[src/rtl/alu_share_arb.sv]
// alu_share_arb: shares one combinational ALU between EX issue (port 0) and an auxiliary unit (port 1)
//
// Port 0 has priority. Port 1 is guaranteed a grant after at most STARVE_MAX consecutive
// port-0 grants while it waits. Granted ops flow through two register stages:
//   S1 holds the issued op and drives alu_*.
//   S2 captures alu_res and drives the tagged response channel.
//
// Ports
//   clk, rst_n                     clock (rising edge), asynchronous active-low reset
//   r0_valid/r0_ready/r0_ctr/a/b   port 0 request channel (pipeline EX issue)
//   r1_valid/r1_ready/r1_ctr/a/b   port 1 request channel (auxiliary unit)
//   flush                          kills all port-0 work in S1/S2 and blocks port-0 grants
//   alu_ctr, alu_a, alu_b          ALU inputs, forced to 0 while S1 is empty
//   alu_res                        ALU result, combinational from alu_*
//   rsp_valid/rsp_ready            response handshake
//   rsp_id, rsp_data               response source (0 = port 0, 1 = port 1) and result
//   err_ctr                        one-cycle pulse after an illegal op code is granted
//
// Build option
//   ALU_ARB_CTR_CHECK_EN  when defined, illegal op codes are replaced by add in S1 and
//                         err_ctr pulses; otherwise codes pass through and err_ctr is 0.
module alu_share_arb #(
  parameter int XLEN       = 32,
  parameter int STARVE_MAX = 4
) (
  input  logic            clk,
  input  logic            rst_n,
  input  logic            r0_valid,
  output logic            r0_ready,
  input  logic [3:0]      r0_ctr,
  input  logic [XLEN-1:0] r0_a,
  input  logic [XLEN-1:0] r0_b,
  input  logic            r1_valid,
  output logic            r1_ready,
  input  logic [3:0]      r1_ctr,
  input  logic [XLEN-1:0] r1_a,
  input  logic [XLEN-1:0] r1_b,
  input  logic            flush,
  output logic [3:0]      alu_ctr,
  output logic [XLEN-1:0] alu_a,
  output logic [XLEN-1:0] alu_b,
  input  logic [XLEN-1:0] alu_res,
  output logic            rsp_valid,
  input  logic            rsp_ready,
  output logic            rsp_id,
  output logic [XLEN-1:0] rsp_data,
  output logic            err_ctr
);
  localparam int CW = $clog2(STARVE_MAX + 1);
  localparam logic [CW-1:0] SMAX = CW'(STARVE_MAX);
  logic [CW-1:0]   starve_cnt, starve_n;
  logic            s1_v, s1_id;
  logic [3:0]      s1_ctr, s1_ctr_in;
  logic [XLEN-1:0] s1_a, s1_b;
  logic            s2_v, s2_id;
  logic [XLEN-1:0] s2_data;
  logic            s2_free, s1_adv, s1_acc, starved, g0, g1, grant;
  logic            s1_kill, s2_kill;
  logic [3:0]      g_ctr;
  logic [XLEN-1:0] g_a, g_b;
  // A flush kills id-0 entries; a killed S2 entry is hidden from the consumer immediately.
  assign s1_kill   = flush & ~s1_id;
  assign s2_kill   = flush & ~s2_id;
  assign rsp_valid = s2_v & ~s2_kill;
  assign rsp_id    = s2_id;
  assign rsp_data  = s2_data;
  assign s2_free   = ~s2_v | (rsp_valid & rsp_ready);
  assign s1_adv    = s1_v & s2_free;
  assign s1_acc    = ~s1_v | s1_adv;
  assign starved   = r1_valid && (starve_cnt == SMAX);
  assign g0        = s1_acc & ~flush & r0_valid & ~starved;
  assign g1        = s1_acc & r1_valid & ~g0;
  assign grant     = g0 | g1;
  assign r0_ready  = g0;
  assign r1_ready  = g1;
  assign g_ctr     = g1 ? r1_ctr : r0_ctr;
  assign g_a       = g1 ? r1_a : r0_a;
  assign g_b       = g1 ? r1_b : r0_b;
  assign alu_ctr   = s1_v ? s1_ctr : 4'b0000;
  assign alu_a     = s1_v ? s1_a : '0;
  assign alu_b     = s1_v ? s1_b : '0;
  // The count only builds while port 1 is actually waiting.
  always_comb begin
    starve_n = (!r1_valid || g1) ? '0 : (g0 && starve_cnt != SMAX) ? starve_cnt + 1'b1 : starve_cnt;
  end
`ifdef ALU_ARB_CTR_CHECK_EN
  logic err_q;
  function automatic logic ctr_ok(input logic [3:0] c);
    return c inside {4'b0000, 4'b1000, 4'b0001, 4'b0010, 4'b0011,
                     4'b0100, 4'b0101, 4'b1101, 4'b0110, 4'b0111};
  endfunction
  assign s1_ctr_in = ctr_ok(g_ctr) ? g_ctr : 4'b0000;
  assign err_ctr   = err_q;
  always_ff @(posedge clk or negedge rst_n) begin
    if (!rst_n) err_q <= 1'b0;
    else err_q <= grant & ~ctr_ok(g_ctr);
  end
`else
  assign s1_ctr_in = g_ctr;
  assign err_ctr   = 1'b0;
`endif
  always_ff @(posedge clk or negedge rst_n) begin
    if (!rst_n) begin
      starve_cnt <= '0;
      s1_v       <= 1'b0;
      s1_id      <= 1'b0;
      s1_ctr     <= 4'b0000;
      s1_a       <= '0;
      s1_b       <= '0;
      s2_v       <= 1'b0;
      s2_id      <= 1'b0;
      s2_data    <= '0;
    end else begin
      starve_cnt <= starve_n;
      s1_v       <= grant | (s1_v & ~s1_adv & ~s1_kill);
      if (grant) begin
        s1_id  <= g1;
        s1_ctr <= s1_ctr_in;
        s1_a   <= g_a;
        s1_b   <= g_b;
      end
      // A killed S1 entry may still move into S2, but it lands invalid.
      s2_v <= s1_adv ? ~s1_kill : (s2_v & ~s2_free & ~s2_kill);
      if (s1_adv) begin
        s2_id   <= s1_id;
        s2_data <= alu_res;
      end
    end
  end
endmodule

[config.mk]
export PLATFORM = sky130hd
export DESIGN_NAME = alu_share_arb
export DESIGN_NICKNAME = d
export VERILOG_FILES = /design/src/rtl/alu_share_arb.sv
export SDC_FILE = /design/constraint.sdc
export NUM_CORES = 1
export LEC_CHECK = 0
export BUFFER_PORTS_ARGS = -buffer_cell sky130_fd_sc_hd__buf_2
export CORE_ASPECT_RATIO = 1.25
export CORE_MARGIN = 4
export CORE_UTILIZATION = 41
export DETAILED_ROUTE_END_ITERATION = 8
export GPL_TIMING_DRIVEN = 1
export HOLD_SLACK_MARGIN = 0.02
export PLACE_DENSITY_LB_ADDON = 0.05
export SLEW_MARGIN = 0
export SYNTH_ARGS = -nofsm -noshare
export SYNTH_HDL_FRONTEND = slang
export SYNTH_SLANG_ARGS = --single-unit
[constraint.sdc]
create_clock -name clk -period 1.6 [get_ports clk]
set_input_delay 0.16 -clock clk [delete_from_list [all_inputs] [get_ports clk]]
set_output_delay 0.16 -clock clk [all_outputs]
set_load 0.05 [all_outputs]
==> run summary, run 1 <==
# fillers - 1097
top cells by area, synth - dfrtp_1 (50%), a2bb2oi_1 (9.1%), mux2_4 (8.2%)
dpl cells - 844
initial antenna violation count - 0
final net count - 872
failing checks - negative setup slack
Cell variety after synth - 36
fmax - 599 MHz
HP Class - input port to register
TritonCTS buffer count - 9
top cell type's share of synthesized area - 50.4%
Max Transition Viols Final - 0
CTS sink count - 107
row count - 46
top_reg_cell synth - dfrtp_1
Worst Path Max Fanout - 4
setup slack after layout - -69.7 ps
synthesized cell area - 5320 µm²
Residual DRC - 0
vias post-DR - 4522
Seq cells post-synth - 107
Avg WL per Cell - 18.1 µm
Port Buf Inserts - 277
synthesized area per cell - 12.5 µm²
Finished Core Util - 59.0%
layout cell share with drive strength beyond 1 - 56.9%
CP Launch Point - starve_cnt[0]
Reg-to-Reg Start - starve_cnt[0]
power density cells - 2110 nW/µm²
Die ar. - 14900 µm²
Max IR drop VDD - 1.21 mV
Async SR Flop Fraction - 100%
kind of critical path - register to primary output
max-cap violations - 0
Die W - 110 µm
part of the cycle the worst path needs - 104%
Arrival @ worst endpoint - 1510 ps
HPWL after DPL - 11000 µm
routability cong. - 0.741
Yosys Warn Count - 0
total gr overflow - 0
RSZ-0062 raised after global routing - yes
biggest area consumer among synthesized cells - dfrtp_1
Routed Antenna Nets - 0
most common cell in the netlist - dfrtp_1
Slew @ Worst Pin - 564 ps
final critical-path required period - 1670 ps
outcome - finished, violations left
Initial DRT Pass Iterations - 4
flop2flop setup slack - 40 ps
vias in the first global route - 4655
Worst Hold Path Cells - 2
Critical Path RT - 1440 ps
clock slew at reported path FFs - 70 ps
Worst-Skew Late Latency - 350 ps
Initial Utilization - 41.8%
CTS Root Cell - clkbuf_16
CP Capture Point - r0_ready
number of synthesized flops with an enable pin - 0
diode count - 0
Mapped Cells - 424
first-pass GRT wire length - 23900 µm
Worst R2R Path Depth - 7
register area share after synthesis - 50.4%
Via density - 5.20
clock tree buffer depth - 2
TNS Setup - -129 ps
H-tree levels - 3
overall global routing resource usage - 20.6%
min-delay src - alu_res[2]
largest net degree at the start of global routing - 108
Non-Filler Instances - 869
Worst setup SP type - register
relative slew slack - 62.4%
IO Pins - 279
CTS tree - done
crit end category - primary output
reg2reg end - s1_a[5]
Pleak - 0.00361 µW
final clock skew - 8.63 ps
Final Hold Vio Count - 0
Layout area overhead - 41.3%
final setup fails - 2
Syn Nets - 600
most common library cells after synthesis - dfrtp_1 (107), and2_1 (68), o22ai_1 (57)
core area - 12700 µm²
Die H - 135 µm
Iter 0 DRT Violations - 197
WL final - 15700 µm
power breakdown:
| group | leakage, µW | switching [µW] | internal [µW] |
|---|---|---|---|
| clock network | 0.000167 | 1040 | 1540 |
| logic | 0.00224 | 5900 | 3110 |
| registers | 0.00120 | 554 | 3720 |
| total | 0.00361 | 7490 | 8370 |
placed cells by master, fill, tap and decap left out, types with 3 or more instances in the layout:
cell type and count:
clkbuf_4 19, o22ai_1 52, clkbuf_16 10, buf_2 250, mux2_2 4, mux2_4 29, dfrtp_1 105, bufinv_16 3
a2bb2oi_1 55, buf_4 19, and2_1 68, a2bb2oi_2 12, o22ai_2 17, nand2_1 5, nor2_1 3, buf_12 12
registers in the layout, indices dropped and copies added, names as in the netlist:
signal,flops
rsp_data,32
s1_a,32
s1_b,32
s1_ctr,4
starve_cnt,3
rsp_id,1
s1_id,1
s1_v,1
s2_v,1
timing repair:
| item | in CTS | in global routing |
|---|---|---|
| resized for setup | 16 | 28 |
| hold buffers | 1 | 0 |
| setup endpoints to repair | 71 | 74 |
| buffers inserted | 6 | 0 |
| gates cloned | 1 | 1 |
| endpoints found under the hold margin | 107 | 0 |
| pin swaps | 3 | 3 |
final cells by class:
| type | count | area, µm² | share of cell area, % |
|---|---|---|---|
| sequential | 107 | 2680 | 35.7 |
| clock buffer | 9 | 225 | 3.00 |
| inverter | 3 | 11.3 | 0.150 |
| tap | 168 | 210 | 2.80 |
| timing repair buffer | 304 | 1850 | 24.7 |
| clock inverter | 7 | 124 | 1.65 |
| multi-input combinational | 271 | 2400 | 32.0 |
logic make-up after synthesis:
kind of cell	Yosys count	share of synthesized area, %
and+or+nand+nor	89	10.2
buffers and inverters	46	6.29
other	1	0.0706
DFF	107	50.4
muxes	33	9.04
AOI/OAI and AO/OA	146	23.5
adders and majority gates	2	0.471
per-layer routing:
layer  share of wire, %  track usage [%]
met1                 40             24.9
met2                 50             35.8
met3                7.6             3.72
met4                2.4             8.04
met5                  0                0
through the flow:
step / area, µm² / total power, µW / setup WS, ps / hold slack, ps
after floorplan: 5340 / 11100 / -17.3 / -136
after global placement: 6900 / 13000 / 52.0 / 281
after detailed placement: 6900 / 13100 / 12.3 / 287
after CTS: 7380 / 15800 / -86.4 / 28.6
after global routing: 7510 / 16600 / -131 / 31.6
final: 7510 / 15900 / -69.7 / 43.3
how the worst min path moves through the flow:
stage	endpoint	slack, ps
6_report	rsp_data[2]	40
5_1_grt	rsp_data[22]	30
4_1_cts	rsp_data[2]	30
3_5_place_dp	rsp_data[16]	290
3_3_place_gp	rsp_data[16]	280
2_1_floorplan	rsp_data[0]	-140
critical path, cell delays in order, from the launching register on:
cell     delay (ps)
dfrtp_1         380
inv_2            60
ha_4            160
nand3_4          80
nand2_4          70
buf_12          140
nor2_4          120
buf_12          150
No activity file was read; power rests on OpenSTA's default activity.
==> run 2: changes to the inputs <==
--- a/config.mk
+++ b/config.mk
@@ -12,6 +12,7 @@
 export DETAILED_ROUTE_END_ITERATION = 8
 export GPL_TIMING_DRIVEN = 1
 export HOLD_SLACK_MARGIN = 0.02
+export MAX_ROUTING_LAYER = met4
 export PLACE_DENSITY_LB_ADDON = 0.05
 export SLEW_MARGIN = 0
 export SYNTH_ARGS = -nofsm -noshare
==> run 2 against run 1 <==
The flow still finishes with violations (negative setup slack). Largest power group unchanged. First-iteration DRC count rose by 2.5%. Count of clock-buffer cells in the layout unchanged. Worst setup slack better by 10 ps.
==> run summary, run 2 (synthesis results as in run 1) <==
CTS tree - done
Routed Antenna Nets - 0 (unchanged)
CP Launch Point - starve_cnt[0]
HP Class - input port to register
IO Pins - 279 (unchanged)
core area - 12700 µm² (unchanged)
Setup Slack @ Placement - 12.3 ps (unchanged)
crit path buf inv count - 3 (unchanged)
vias post-DR - 4509 (-0.29%)
clock share of power - 16.2% (about the same)
P_sw - 7500 µW (about the same)
Critical Path RT - 1440 ps (about the same)
Max Transition Viols Final - 0 (unchanged)
Iter 0 DRT Violations - 202 (+2.5%)
outcome - finished, violations left
Max IR drop VDD - 1.21 mV (about the same)
sequential fraction of design power - 26.8% (about the same)
Largest delay share family, worst path - flip-flops
combinational power share - 56.9% (about the same)
final setup fails - 2 (unchanged)
commonest non-fill, non-tap cell in the layout - buf_2
setup slack after layout - -59.7 ps (+10.0 ps)
part of the cycle the worst path needs - 104% (-0.63 points)
Final Hold Vio Count - 0 (unchanged)
total gr overflow - 0 (unchanged)
row count - 46 (unchanged)
power density cells - 2110 nW/µm² (about the same)
CP max stage delay - 370 ps (about the same)
Slew @ Worst Pin - 565 ps (+0.930 ps)
Worst R2R Path Depth - 7 (unchanged)
area of the multi-input gates - 2400 µm² (unchanged)
Worst-Skew Late Latency - 350 ps (about the same)
Sw Share - 47.2% (-0.078 points)
max-cap violations - 0 (unchanged)
routability cong. - 0.750 (+1.3%)
overall global routing resource usage - 21.2% (+0.61 points)
worst hold margin - 43.1 ps (-0.248 ps)
Die W - 110 µm (unchanged)
WL final - 15800 µm (+0.40%)
WP depth - 7 (unchanged)
layout cell share with drive strength beyond 1 - 57.0% (+0.12 points)
critical path's most frequent cell - buf_12
Pleak - 0.00362 µW (+0.32%)
relative slew slack - 62.4% (about the same)
Residual DRC - 0 (unchanged)
clock tree buffer depth - 2 (unchanged)
register area - 2680 µm² (unchanged)
diode count - 0 (unchanged)
Via density - 5.18 (-0.52%)
vias in the first global route - 4659 (+0.086%)
Die ar. - 14900 µm² (unchanged)
Arrival @ worst endpoint - 1500 ps (about the same)
fin area - 7530 µm² (+0.33%)
CP cell instances - inv_2 -> ha_4 -> nand3_4 -> nand2_4 -> buf_12 -> nor2_4 -> buf_12
Slowest-stage cell, CP - dfrtp_1
Worst Path Max Fanout - 4 (unchanged)
CTS Root Cell - clkbuf_16
Worst setup SP type - register
TritonCTS buffer count - 9 (unchanged)
failing checks - negative setup slack
most frequent cells in the layout - buf_2 (246), dfrtp_1 (105), and2_1 (68)
Die H - 135 µm (unchanged)
first-pass GRT wire length - 23900 µm (unchanged)
final critical-path required period - 1660 ps (-10.0 ps)
initial antenna violation count - 0 (unchanged)
kind of critical path - register to primary output
dpl cells - 844 (unchanged)
largest net degree at the start of global routing - 108 (unchanged)
Initial Utilization - 41.8% (unchanged)
CTS sink count - 107 (unchanged)
fmax - 603 MHz (+0.60%)
Avg WL per Cell - 18.1 µm (+0.16%)
cell area after placement - 6900 µm² (unchanged)
Reg-to-Reg Start - starve_cnt[0]
crit end category - primary output
Layout area overhead - 41.7%
Tot Pwr - 15900 µW (+0.25%)
Initial DRT Pass Iterations - 5 (+1)
H-tree levels - 3 (unchanged)
Int Power - 8400 µW (+0.40%)
# fillers - 1093 (-0.36%)
RSZ-0062 raised after global routing - yes
final clock skew - 8.67 ps (+0.0319 ps)
Non-Filler Instances - 871 (+0.23%)
final net count - 874 (+0.23%)
clock slew at reported path FFs - 70 ps (about the same)
Port Buf Inserts - 277 (unchanged)
Worst Hold Path Cells - 2 (unchanged)
HPWL after DPL - 11000 µm (unchanged)
min-delay src - alu_res[2]
==> run 2: cell types whose count changed in the layout (fill, tap and decap cells not counted) <==
cell      before  now
buf_2        250  246
buf_4         19   21
clkbuf_4      19   23
==> run 2: path summary, 6_finish.rpt <==
kind / to / slack, ps
worst max register to register: s1_a[5] / 40
worst min register to register: rsp_data[13] / 510
worst max-delay path: r0_ready / -60
max in group asynchronous: s1_v / 720
min in group asynchronous: rsp_data[16] / 430
worst min-delay path: rsp_data[2] / 40
==> run 2: area by class of cell <==
cell class,instances,area share [%]
clock buffers,9,2.99
repair buffers,306,24.9
flip-flops and latches,107,35.6
clock inverters,7,1.64
inverters,3,0.149
well taps,168,2.79
multi-input cells,271,31.9
==> run 2: what timing repair did <==
item	in CTS	in global routing
resized for setup	16	32
endpoints found under the hold margin	107	0
setup endpoints to repair	71	76
gates cloned	1	1
hold buffers	1	0
buffers inserted	6	2
pin swaps	3	3
==> run 2: metrics by stage <==
stage / util, % / setup TNS, ps
2_1_floorplan: - / -483
3_3_place_gp: 54.2 / 0
3_5_place_dp: 54.2 / 0
4_1_cts: 58.0 / -148
5_1_grt: 59.2 / -341
6_report: 59.2 / -111
==> run 2: layer usage <==
| layer | vias up | GRT usage, % | routed length [µm] |
|---|---|---|---|
| met5 | - | - | 0 |
| met4 | 0 | 8.04 | 351 |
| li1 | 2122 | - | - |
| met3 | 23 | 3.58 | 1190 |
| met2 | 180 | 35.8 | 7860 |
| met1 | 2184 | 25.1 | 6350 |
==> run 2: power groups by stage <==
stage	Combinational [µW]	Sequential, µW	Clock [µW]
4_1_cts	8920	4260	2660
5_1_grt	9480	4380	2770
3_5_place_dp	8800	4280	0
6_report	9050	4270	2580
3_3_place_gp	8760	4240	0
2_1_floorplan	5380	5680	0
